### config.mk
export PLATFORM = sky130hd
export DESIGN_NAME = rim_path_pack
export DESIGN_NICKNAME = d
export VERILOG_FILES = /design/src/rtl/rim_path_pack.sv
export SDC_FILE = /design/constraint.sdc
export NUM_CORES = 1
export LEC_CHECK = 0
export CAP_MARGIN = 20
export CORE_ASPECT_RATIO = 1.4
export CORE_MARGIN = 2
export CORE_UTILIZATION = 49
export DETAILED_ROUTE_END_ITERATION = 6
export PLACE_DENSITY = 0.75
export SLEW_MARGIN = 20
export SYNTH_ARGS = -nofsm -noshare
export SYNTH_HDL_FRONTEND = slang
export SYNTH_SLANG_ARGS = --single-unit
### constraint.sdc
create_clock -name clk -period 2 [get_ports clk]
set_clock_uncertainty 0.1 [all_clocks]
set_input_delay 0.2 -clock clk [delete_from_list [all_inputs] [get_ports clk]]
set_output_delay 0.2 -clock clk [all_outputs]
set_load 0.005 [all_outputs]
### src/rtl/rim_path_pack.sv
// Collects a 15-beat monotone grid path (down/right moves from (0,0)) and packs it
// into a 14-bit move code with status, behind a single-entry valid/ready output.
//
// state   | meaning
// --------+------------------------------------------------------------
// IDLE    | waiting for beat 0 of a new path
// COLLECT | beats 1..14 being checked and packed; in_valid low ends as SHORT
module rim_path_pack (
    input  logic        clk,
    input  logic        rst,
    input  logic        in_valid,
    input  logic [2:0]  in_row,
    input  logic [2:0]  in_col,
    input  logic        out_ready,
    output logic        out_valid,
    output logic [13:0] out_dirs,
    output logic [1:0]  out_err,
    output logic        overrun,
    output logic [7:0]  ok_cnt
);

    localparam logic [1:0] ERR_OK        = 2'd0;
    localparam logic [1:0] ERR_BAD_START = 2'd1;
    localparam logic [1:0] ERR_BAD_STEP  = 2'd2;
    localparam logic [1:0] ERR_SHORT     = 2'd3;
    localparam logic [3:0] LAST_CNT      = 4'd14;

    typedef enum logic {IDLE, COLLECT} state_t;

    state_t      state, state_nxt;
    logic [3:0]  beat_cnt, beat_cnt_nxt;
    logic [2:0]  prev_row, prev_row_nxt;
    logic [2:0]  prev_col, prev_col_nxt;
    logic [1:0]  err, err_nxt;
    logic [13:0] dirs, dirs_nxt;
    logic        fin;
    logic [1:0]  fin_err;
    logic [13:0] fin_dirs;
    logic        step_down, step_right;
    logic [3:0]  dir_idx;
    logic        consume;

    always_ff @(posedge clk) begin
        if (rst) begin
            state    <= IDLE;
            beat_cnt <= 4'd0;
            prev_row <= 3'd0;
            prev_col <= 3'd0;
            err      <= ERR_OK;
            dirs     <= 14'h0000;
        end else begin
            state    <= state_nxt;
            beat_cnt <= beat_cnt_nxt;
            prev_row <= prev_row_nxt;
            prev_col <= prev_col_nxt;
            err      <= err_nxt;
            dirs     <= dirs_nxt;
        end
    end

    // Widened compare so a 7 -> 0 wrap never looks like a legal +1 step
    always_comb begin
        step_down  = (({1'b0, prev_row} + 4'd1) == {1'b0, in_row}) && (in_col == prev_col);
        step_right = (({1'b0, prev_col} + 4'd1) == {1'b0, in_col}) && (in_row == prev_row);
        dir_idx    = beat_cnt - 4'd1;
    end

    always_comb begin
        state_nxt    = state;
        beat_cnt_nxt = beat_cnt;
        prev_row_nxt = prev_row;
        prev_col_nxt = prev_col;
        err_nxt      = err;
        dirs_nxt     = dirs;
        fin          = 1'b0;
        fin_err      = err;
        case (state)
            IDLE: begin
                if (in_valid) begin
                    state_nxt    = COLLECT;
                    beat_cnt_nxt = 4'd1;
                    prev_row_nxt = in_row;
                    prev_col_nxt = in_col;
                    dirs_nxt     = 14'h0000;
                    err_nxt      = ((in_row != 3'd0) || (in_col != 3'd0)) ? ERR_BAD_START : ERR_OK;
                end
            end
            COLLECT: begin
                if (in_valid) begin
                    beat_cnt_nxt = beat_cnt + 4'd1;
                    prev_row_nxt = in_row;
                    prev_col_nxt = in_col;
                    if (step_down)
                        dirs_nxt = dirs | (14'd1 << dir_idx);
                    if (!step_down && !step_right && (err == ERR_OK))
                        err_nxt = ERR_BAD_STEP;
                    if (beat_cnt == LAST_CNT) begin
                        fin          = 1'b1;
                        fin_err      = err_nxt;
                        state_nxt    = IDLE;
                        beat_cnt_nxt = 4'd0;
                    end
                end else begin
                    fin          = 1'b1;
                    fin_err      = (err == ERR_OK) ? ERR_SHORT : err;
                    state_nxt    = IDLE;
                    beat_cnt_nxt = 4'd0;
                end
            end
            default: state_nxt = IDLE;
        endcase
        fin_dirs = (fin_err == ERR_OK) ? dirs_nxt : 14'h0000;
    end

    assign consume = out_valid && out_ready;

    always_ff @(posedge clk) begin
        if (rst) begin
            out_valid <= 1'b0;
            out_dirs  <= 14'h0000;
            out_err   <= ERR_OK;
            overrun   <= 1'b0;
            ok_cnt    <= 8'd0;
        end else begin
            if (fin && (!out_valid || consume)) begin
                out_valid <= 1'b1;
                out_dirs  <= fin_dirs;
                out_err   <= fin_err;
            end else if (consume) begin
                out_valid <= 1'b0;
            end
            // A finished path with nowhere to go is lost; remember that it happened
            if (fin && out_valid && !consume)
                overrun <= 1'b1;
            if (consume && (out_err == ERR_OK) && (ok_cnt != 8'hFF))
                ok_cnt <= ok_cnt + 8'd1;
        end
    end

endmodule

# After elaboration in Yosys (flattened, before gate mapping)
# Cells that the tools add are included.
[word_totals] ff_bits=53 latch_bits=0 ramBits=0 rom_bits=0 in_bits=10 out_inout_bits=26 word_cells=79 mem_count=0
[op_classes] n_addsub=5 mul=0 div_mod_pow=0 order_cmp=0 eq_ne=8 shift=1 muxes=29 bitwise=2 reduce_logical=23
[ops] operator="two-way mux 14 bit" n=4
[ops] operator="case mux 14 bit (2 select lines)" n=1
[ops] operator="two-way mux 2 bit" n=7
[ops] operator="OR 14 bit" n=1
[ops] operator="<< shifter 1 x 4 -> 14 bit, first input constant" n=1
[ops] operator="two-way mux 4 bit" n=3
[ops] operator="logical AND 1 bit" n=10
[ops] operator="two-way mux 1 bit" n=9
[ops] operator="adder 3 x 1 -> 4 bit, second input constant" n=2
[ops] operator="adder 8 x 1 -> 8 bit, second input constant" n=1
[ops] operator="equality test 4 x 3 -> 1 bit" n=2
[ops] operator="inequality test 8 bit, second input constant" n=1
[ops] operator="case mux 4 bit (2 select lines)" n=1
[ops] operator="equality test 3 bit" n=2
[ops] operator="zero test 2 bit" n=3
[ops] operator="two-way mux 3 bit" n=2
[ops] operator="nonzero test 3 bit" n=2
[ops] operator="adder 4 x 1 -> 4 bit, second input constant" n=1
[ops] operator="equality test 4 bit, second input constant" n=1
[ops] operator="zero test 1 bit" n=4
[ops] operator="inequality test 2 bit, second input constant" n=2
[ops] operator="case mux 2 bit (2 select lines)" n=1
[ops] operator="subtractor 4 x 1 -> 4 bit, second input constant" n=1
[ops] operator="logical OR 1 bit" n=2
[ops] operator="4 further kinds" n=4

# Logic depth before layout (Yosys ltp)
# Gate-level depths: netlist (run 1).
[logic_depth] word_depth=12 ltp_mapped=8 mapped_depth_nobuf=7

# Worst setup path before layout (run 1)
# OpenSTA, ideal clock, no wires.
[synth_path] path_kind="reg2reg" start="reg prev_row[0]" end="reg out_dirs[10]" setup_ns=0.067 arrival_time_ns=1.742 required_time_ns=1.833 slack_ns=0.090 stages_incl_launch_ff=8 n_path_buf=1 synth_period_minus_slack_ns=1.910 cell_sequence="dfxtp_1 > ha_1 > xnor2_2 > nand4_4 > nor3b_4 > o2111ai_4 > buf_6 > o21ai_2"
[synth_between] elab_chain_len=12 elab_cells_between_ends=18 cone_classes="1 x add/sub; 2 x eq/ne; 8 x mux; 7 x reduce/logical"
[synth_lines] element="start, declared" line="32" source="logic [2:0] prev_row, prev_row_nxt;"
[synth_lines] element="start signal, assigned" line="54" source="prev_row <= prev_row_nxt;"
[synth_lines] element="adder 3 x 1 -> 4 bit" line="63" source="step_down = (({1'b0, prev_row} + 4'd1) == {1'b0, in_row}) && (in_col == prev_col);"
[synth_lines] element="equality test 4 x 3 -> 1 bit" line="63"
[synth_lines] element="logical AND 1 bit" line="63"
[synth_lines] element="zero test 1 bit" line="95" source="if (!step_down && !step_right && (err == ERR_OK))"
[synth_lines] element="logical AND 1 bit (2 in a row)" line="95"
[synth_lines] element="two-way mux 2 bit" line="95"
[synth_lines] element="two-way mux 2 bit" line="97" source="if (beat_cnt == LAST_CNT) begin"
[synth_lines] element="two-way mux 2 bit" line="89" source="if (in_valid) begin"
[synth_lines] element="two-way mux 2 bit" line="77" source="case (state)"
[synth_lines] element="zero test 2 bit" line="112" source="fin_dirs = (fin_err == ERR_OK) ? dirs_nxt : 14'h0000;"
[synth_lines] element="two-way mux 14 bit *" line="112"
[synth_lines] element="end signal, assigned" line="127" source="out_dirs <= fin_dirs;"
[synth_lines] element="end, declared" line="16" source="output logic [13:0] out_dirs,"
# Mark *: on every way between the ends. The rest lies on a longest branch, timed or not.
# A chain may end at the register's enable or synchronous reset.

# Worst setup path after layout (run 1)
[layout_path] start="reg prev_row[1]" end="reg out_dirs[4]"
# The elaborated chain is that of the path after synthesis.

==> results of run 1 <==
-- what timing repair did --
action                                  in CTS  in global routing
endpoints found under the setup margin      14                 22
hold buffers                                 0                  0
setup buffers                                2                  2
pin swaps                                    5                 13
hold endpoints to repair                     0                  0
cloned                                       0                  1
resized for setup                            4                 20
-- per-layer routing --
layer / routed length, µm / up-vias / GRT usage
li1: - / 1088 / -
met4: 113 / 0 / 0.0781
met1: 2130 / 994 / 0.206
met2: 3090 / 35 / 0.366
met5: 0 / - / 0
met3: 165 / 10 / 0.0362
-- state kept, by name, indices dropped and copies added, names as in the netlist --
signal	count
state	1
out_err	2
err	2
prev_row	3
prev_col	3
beat_cnt	4
ok_cnt	8
dirs	14
out_valid	1
out_dirs	14
overrun	1
-- worst min path at each step --
stage                              from  cells after the start                       end  slack, ns
6_report       out_dirs[9]$_SDFFE_PP0P_                      2  out_dirs[9]$_SDFFE_PP0P_       0.36
5_1_grt        out_dirs[4]$_SDFFE_PP0P_                      2  out_dirs[4]$_SDFFE_PP0P_       0.38
4_1_cts        out_dirs[9]$_SDFFE_PP0P_                      2  out_dirs[9]$_SDFFE_PP0P_       0.36
3_5_place_dp   out_dirs[9]$_SDFFE_PP0P_                      2  out_dirs[9]$_SDFFE_PP0P_       0.34
3_3_place_gp   out_dirs[8]$_SDFFE_PP0P_                      2  out_dirs[8]$_SDFFE_PP0P_       0.34
2_1_floorplan                 in_col[1]                      2  prev_col[1]$_SDFFE_PP0P_       0.25
-- cell type report --
type	count	area, µm²
sequential	53	1070
timing repair buffer	69	656
inverter	20	77.6
clock inverter	3	21.3
clock buffer	5	68.8
multi-input combinational	198	1500
tap	66	82.6
fill	411	1690
-- tightest hold or removal path: cells and delay by family, from the launching register on --
kind / cells / cell delay (ns)
AO/OA/AOI/OAI: 1 / 0.04
flip-flops: 1 / 0.32
AND/OR/NAND/NOR: 1 / 0.06
-- power breakdown --
part	total, mW	internal [mW]	switching, mW
logic	0.287	0.145	0.143
registers	1.09	1.07	0.0167
clock network	0.614	0.249	0.365
total	1.99	1.47	0.524
-- cells in the mapped netlist, types with 2 or more instances --
cell | n | share of area
mux2i_1 | 7 | 0.027
nor2_1 | 27 | 0.039
buf_6 | 3 | 0.013
nor3_1 | 4 | 0.0076
buf_2 | 3 | 0.0057
a211oi_2 | 2 | 0.0096
and2_1 | 4 | 0.0096
clkbuf_1 | 3 | 0.0043
and2b_1 | 2 | 0.0057
a21boi_0 | 3 | 0.0086
xnor2_2 | 4 | 0.025
nand3_1 | 7 | 0.013
o21ai_2 | 10 | 0.033
a21oi_1 | 12 | 0.023
nand2_1 | 39 | 0.056
nand4_1 | 3 | 0.0072
a21boi_1 | 9 | 0.026
o21ai_1 | 5 | 0.0096
xor2_1 | 2 | 0.0067
nor4_4 | 3 | 0.024
ha_1 | 10 | 0.048
o21ai_0 | 3 | 0.0057
nor4_1 | 4 | 0.0096
xnor2_1 | 11 | 0.037
dfxtp_1 | 53 | 0.41
inv_1 | 20 | 0.029
-- through the flow --
step	utilization	setup WS (ns)	cell area (µm²)
2_1_floorplan	-	0.0904	2620
3_3_place_gp	0.626	-0.155	3230
3_5_place_dp	0.626	-0.190	3230
4_1_cts	0.648	-0.000279	3340
5_1_grt	0.673	-0.0624	3470
6_report	0.673	0.0319	3470
-- kinds of logic after synthesis --
kind of cell               Yosys count  share of synthesized area
muxes                                8                     0.0311
AOI/OAI and AO/OA                   54                      0.159
adders and majority gates           10                     0.0478
xor gates and xnor gates            18                     0.0770
buffers and inverters               30                     0.0531
DFF                                 53                      0.405
and+or+nand+nor                    108                      0.227
==> run summary, run 1 <==
The run finished with clean final reports. The number of enable-type register cells in the synthesized netlist is 0. The critical path starts at prev_row[1]$_SDFFE_PP0P_.

The number of sinks handled by clock tree synthesis is 53. The root buffer cell chosen for the clock tree is clkbuf_8. Port buffering added 35 buffers. Entering global routing, the biggest net connects 18 pins. The peak fanout along the critical path is 4.

The mean area per synthesized cell is 9.31 µm². For the worst flop-to-flop path, the logic depth is 8. The H-tree depth came out at 2. The wire-length estimate of the detail-placed layout is 4.09 mm. The TritonCTS clock tree is done. The row count is 31.

The synthesized netlist cell count came out at 281. The post-CTS clock slew at the launch and capture registers of the worst setup and hold paths came out at 0.10 ns. In the routed design, unresolved DRC markers number 0. The number of synthesized register bits came out at 53. The worst register-to-register path begins at prev_row[1]$_SDFFE_PP0P_.

The wire length reported by the detailed router came out at 5.50 mm. The worst path in the final design needs a cycle of 1.97 ns, including I/O delays and setup. The number of non-filler instances in the completed layout came out at 414. The distinct cell type count of the synthesized netlist is 54. For the worst-skew pair, the clock arrives at the later sink with an insertion delay of 0.31 ns. The initial standard-cell utilization of the core came out at 0.507. The number of violations of the max-capacitance limit is 0.

The signal on the critical path passes through ha_4 > xnor2_2 > nand4_4 > buf_4 > nor4_4 > buf_4 > a21boi_1 > o21ai_2. Final hold analysis gives a worst-case slack of 0.358 ns. VDD sags by at most 0.527 mV. The global-route congestion overflow total is 0.

The yosys synthesis warning count is 0. The total chip power came out at 1.99 mW. The largest stage delay on the critical path came out at 0.35 ns. The transition time at the pin with the least slew margin came out at 0.599 ns. The all-layer global routing usage came out at 0.196.

In the layout the commonest cells are dfxtp_1, nand2_1, clkdlybuf4s50_1. The type of the worst min-delay path is flop to flop. The share of synthesized flip-flops with an asynchronous set or reset is 0. The period utilization is 0.984. The share of synthesized area occupied by flip-flops and latches came out at 0.405.

The count of boundary I/O pins came out at 36. Across all register-to-register paths, the minimum setup slack is 0.03 ns. The first-pass iteration count of the detailed router is 4. Setup repair after global routing could not meet its margin everywhere.

The number of nets in the synthesized netlist came out at 301. For this run, the post-layout net count is 367. The post-synthesis instance area is 2620 µm². Setup violations remaining at the end of the flow were counted as 0.

The kind of critical path is flop to flop. The detailed-route via count came out at 2127. The number of antenna violations at the first check in global routing came out at 0. The final-report hold violation count is 0. Measured against its own limit, the worst slew margin works out to 0.600. The final count of pins violating max slew is 0. The slowest stage cell on the critical path is dfxtp_2.

Among all flip-flop cells after synthesis, the most frequent one is dfxtp_1. The standard cell core area came out at 5160 µm². The worst setup path is launched from a flop. The critical path required time came out at 2.15 ns. The global-route wire length before repair came out at 9.19 mm. The fraction of final layout cells with drive strength greater than 1 came out at 0.259. The number of cells in the design after placement is 401.

The maximum root-to-sink buffer count came out at 2. The post-route antenna net violation count came out at 0. The weighted congestion reported at the end of routability-driven placement came out at 0.779. The total negative slack for setup checks is 0 ns.

In the final routed layout, each cell accounts on average for 13.3 µm. The initial DRC count came out at 69. STA classifies the critical path endpoint as a flop. For the worst setup path, the data arrival time is 2.12 ns. The capture point of the worst reg-to-reg path is out_dirs[4]$_SDFFE_PP0P_. The most critical setup path has its endpoint at out_dirs[4]$_SDFFE_PP0P_. The per-cell via count in the routed design is 5.14. The clock buffer count from CTS came out at 5. The power per cell area is 573 nW/µm². Measured along the x axis, the die boundary spans 65.8 µm. The area growth from synthesis to layout is 32.6%. On the critical path the largest part of the delay comes from simple AND/OR/NAND/NOR gates. The number of buffers and inverters on the critical path is 2. Among the stages of the critical path, the cell type that occurs most often is buf_4.

Based on the critical path, the design can be clocked at up to 0.508 GHz. The die extent in y came out at 90.5 µm. The leakage power is 1.42 nW. The repair_antennas step left the layout with diodes totalling 0. The area of the die came out at 5950 µm². Counting buffers and inverters, the worst setup path is 8 cells deep. The number of global-route vias before repair is 2128. The most common cell after layout, fill and taps aside is dfxtp_1.
(Power assumes the default switching activity.)
==> inputs of run 2 (changes only) <==
CAP_MARGIN = default   (was 20)
==> results of run 2 <==
No change in the layout: final DEF, timing and power equal those of run 1.
==> inputs of run 3 (changes only) <==
SKIP_LAST_GASP = 1   (was default)
==> run 3 against run 2 <==
Clock power barely moved; first-iteration DRC count grew 14%; setup slack worse by 0.00075 ns; utilization decreased by 0.19 points; critical endpoint unchanged.
==> run summary, run 3 (synthesis gave the netlist of run 1 again) <==
The flow ran to the end, and the final reports show no timing, DRC or antenna violations. IR analysis of the VDD net gives a maximum drop of 0.528 mV. The number of non-filler instances in the completed layout came out at 414. The count of boundary I/O pins is 36.

met2 is the most crowded layer. Setup violations remaining at the end of the flow were counted as 0. Measured against its own limit, the worst slew margin works out to 0.598. The top cell types in the final layout, fill and taps aside, are dfxtp_1, nand2_1, clkdlybuf4s50_1.

The post-route antenna net violation count came out at 0. The first global-routing pass estimated 9.19 mm of wire. The number of global-route vias before repair came to 2128. The final count of pins violating max slew is 0. During placement, the flow inserted port buffers numbering 35.

The share of total power dissipated in combinational logic is 0.144. The final setup slack of the worst path came out at 0.0312 ns. The worst setup path is of the flop to flop kind. Using the TritonRoute via totals, the vias-per-cell ratio works out to 5.13. After clock tree synthesis, the clock-pin slew on the worst setup and hold paths is 0.10 ns.

The critical path capture point type is a flop. No sink is reached through more buffers than the 2 on the longest clock path. The clock buffer count from CTS came out at 5. The internal power component is 1.47 mW. The met2 global-route usage is 0.366.

The timing-limited maximum frequency is 0.508 GHz. The critical path data arrival time came out at 2.12 ns. The leakage power came out at 1.42 nW.

The switching fraction of total power is 0.263. The number of violations of the max-capacitance limit is 0. The die extent in y came out at 90.5 µm. The number of antenna violations at the first check in global routing is 0.

The power per cell area is 575 nW/µm². The period utilization came out at 0.984. The weighted congestion reported at the end of routability-driven placement is 0.779.

The worst hold path belongs to the class flop to flop. In the final layout, the registers with the most flip-flops are dirs x14, out_dirs x14, ok_cnt x8. CTS placed an instance of clkbuf_8 at the clock tree root.

Once placement finished, the instance area stood at 3230 µm². For this run, the total global-route usage over all layers was measured as 0.196. At the pin with the least slew margin, the transition time is 0.603 ns.

The pre-antenna-repair detailed-routing pass consisted of 4 iterations. Of the cells placed in the final design, the portion with a size suffix greater than 1 is 0.256. The H-tree depth is 2. The area growth from synthesis to final layout came out at 32.3%. After detailed routing, the number of remaining DRC violations is 0.

The die outline width came out at 65.8 µm. At the worst endpoint, the required time is 2.15 ns. After filler insertion, the fill cell instance count of the layout stands at 414. The most common cell after layout, fill and taps aside is dfxtp_1.

The maximum number of pins on one net before global-route repair came out at 18. The TritonCTS clock tree is done. The portion of total power attributed to sequential cells is 0.548. The share of the core filled with cells is 0.671. 0 antenna diodes ended up in the layout. The count of nets after finishing is 367. For met3 alone, demand over resource in global routing was 0.0362. The clock drives 53 sinks. The standard cell core area came out at 5160 µm². The number of cells in the design after placement came out at 401. After the first detailed-routing iteration, the DRC count stood at 79. In the final layout, flip-flops and latches occupy 1070 µm².

The row count is 31. The clock latency at the later pin of the worst-skew pair came out at 0.31 ns. The global-route congestion overflow total came out at 0. The finished cells cover 3460 µm². The area of combinational cells with multiple inputs came out at 1490 µm². Summing internal, switching and leakage power gives 1.99 mW. The final-report hold violation count came to 0. After clock tree synthesis, the flow added hold-fix buffers numbering 0.

The area of the die is 5950 µm². The initial standard-cell utilization of the core is 0.507. Once detailed placement completed, the half-perimeter wirelength came to 4.09 mm. The detailed-route via count is 2122. Setup repair after global routing could not meet its margin everywhere. The worst slack at placement came out at -0.190 ns.

The wire length reported by the detailed router is 5.48 mm. The met1 usage in global routing came out at 0.206. The average wire length per cell after detail routing came out at 13.2 µm.

STA classifies the critical path startpoint as a flop. The shortest period the worst path allows came out at 1.97 ns. The net switching power of the design is 523 µW. The peak fanout along the critical path is 4. The share of total power dissipated in the clock network is 0.309.
run 3: cell types whose count changed in the layout (fill, tap and decap cells not counted):
| cell | previous run | this run |
|---|---|---|
| a21boi_1 | 5 | 6 |
| a21boi_2 | 4 | 3 |
| buf_4 | 29 | 30 |
| buf_6 | 2 | 1 |
| inv_2 | 0 | 1 |
| inv_4 | 1 | 0 |
run 3: layout make-up:
class,instances,area share
clock buffers,5,0.0199
clock inverters,3,0.00614
inverters,20,0.0217
multi-input cells,198,0.432
flip-flops and latches,53,0.309
well taps,66,0.0239
repair buffers,69,0.188
run 3: metrics by stage:
| step | TNS, ns | hold WS, ns |
|---|---|---|
| finish | 0 | 0.358 |
| global route | -0.606 | 0.378 |
| CTS | -0.000279 | 0.362 |
| detailed placement | -3.28 | 0.341 |
| global placement | -2.26 | 0.337 |
| floorplan | 0 | 0.247 |
run 3: per-layer routing:
| metal | vias to the layer above | share of wire |
|---|---|---|
| met2 | 35 | 0.56 |
| met5 | - | 0 |
| met3 | 10 | 0.030 |
| li1 | 1087 | - |
| met1 | 990 | 0.39 |
| met4 | 0 | 0.021 |
run 3: repair_timing:
| item | 4_1_cts | 5_1_grt |
|---|---|---|
| pin swaps | 5 | 12 |
| endpoints found under the setup margin | 14 | 22 |
| setup buffers | 2 | 2 |
| resized for setup | 4 | 17 |
| cloned | 0 | 1 |
run 3: path summary, 6_finish.rpt:
check	start	end	slack [ns]	cells past startpoint
worst max-delay path	prev_row[1]$_SDFFE_PP0P_	out_dirs[4]$_SDFFE_PP0P_	0.03	8
worst min-delay path	out_dirs[9]$_SDFFE_PP0P_	out_dirs[9]$_SDFFE_PP0P_	0.36	2
worst max register to register	prev_row[1]$_SDFFE_PP0P_	out_dirs[4]$_SDFFE_PP0P_	0.03	8
worst min register to register	out_dirs[9]$_SDFFE_PP0P_	out_dirs[9]$_SDFFE_PP0P_	0.36	2
run 3: worst max-delay path, stage by stage (launching register included):
cell and delay, ns:
dfxtp_2 0.35, ha_4 0.24, xnor2_2 0.19, nand4_4 0.16
buf_4 0.20, nor4_4 0.27, buf_4 0.18, a21boi_1 0.09
o21ai_2 0.13
run 3: power groups by stage:
stage	logic (mW)	registers, mW	clock network, mW
2_1_floorplan	0.157	1.11	0
3_3_place_gp	0.263	1.11	0
3_5_place_dp	0.269	1.11	0
4_1_cts	0.272	1.09	0.626
5_1_grt	0.311	1.09	0.666
6_report	0.286	1.09	0.614
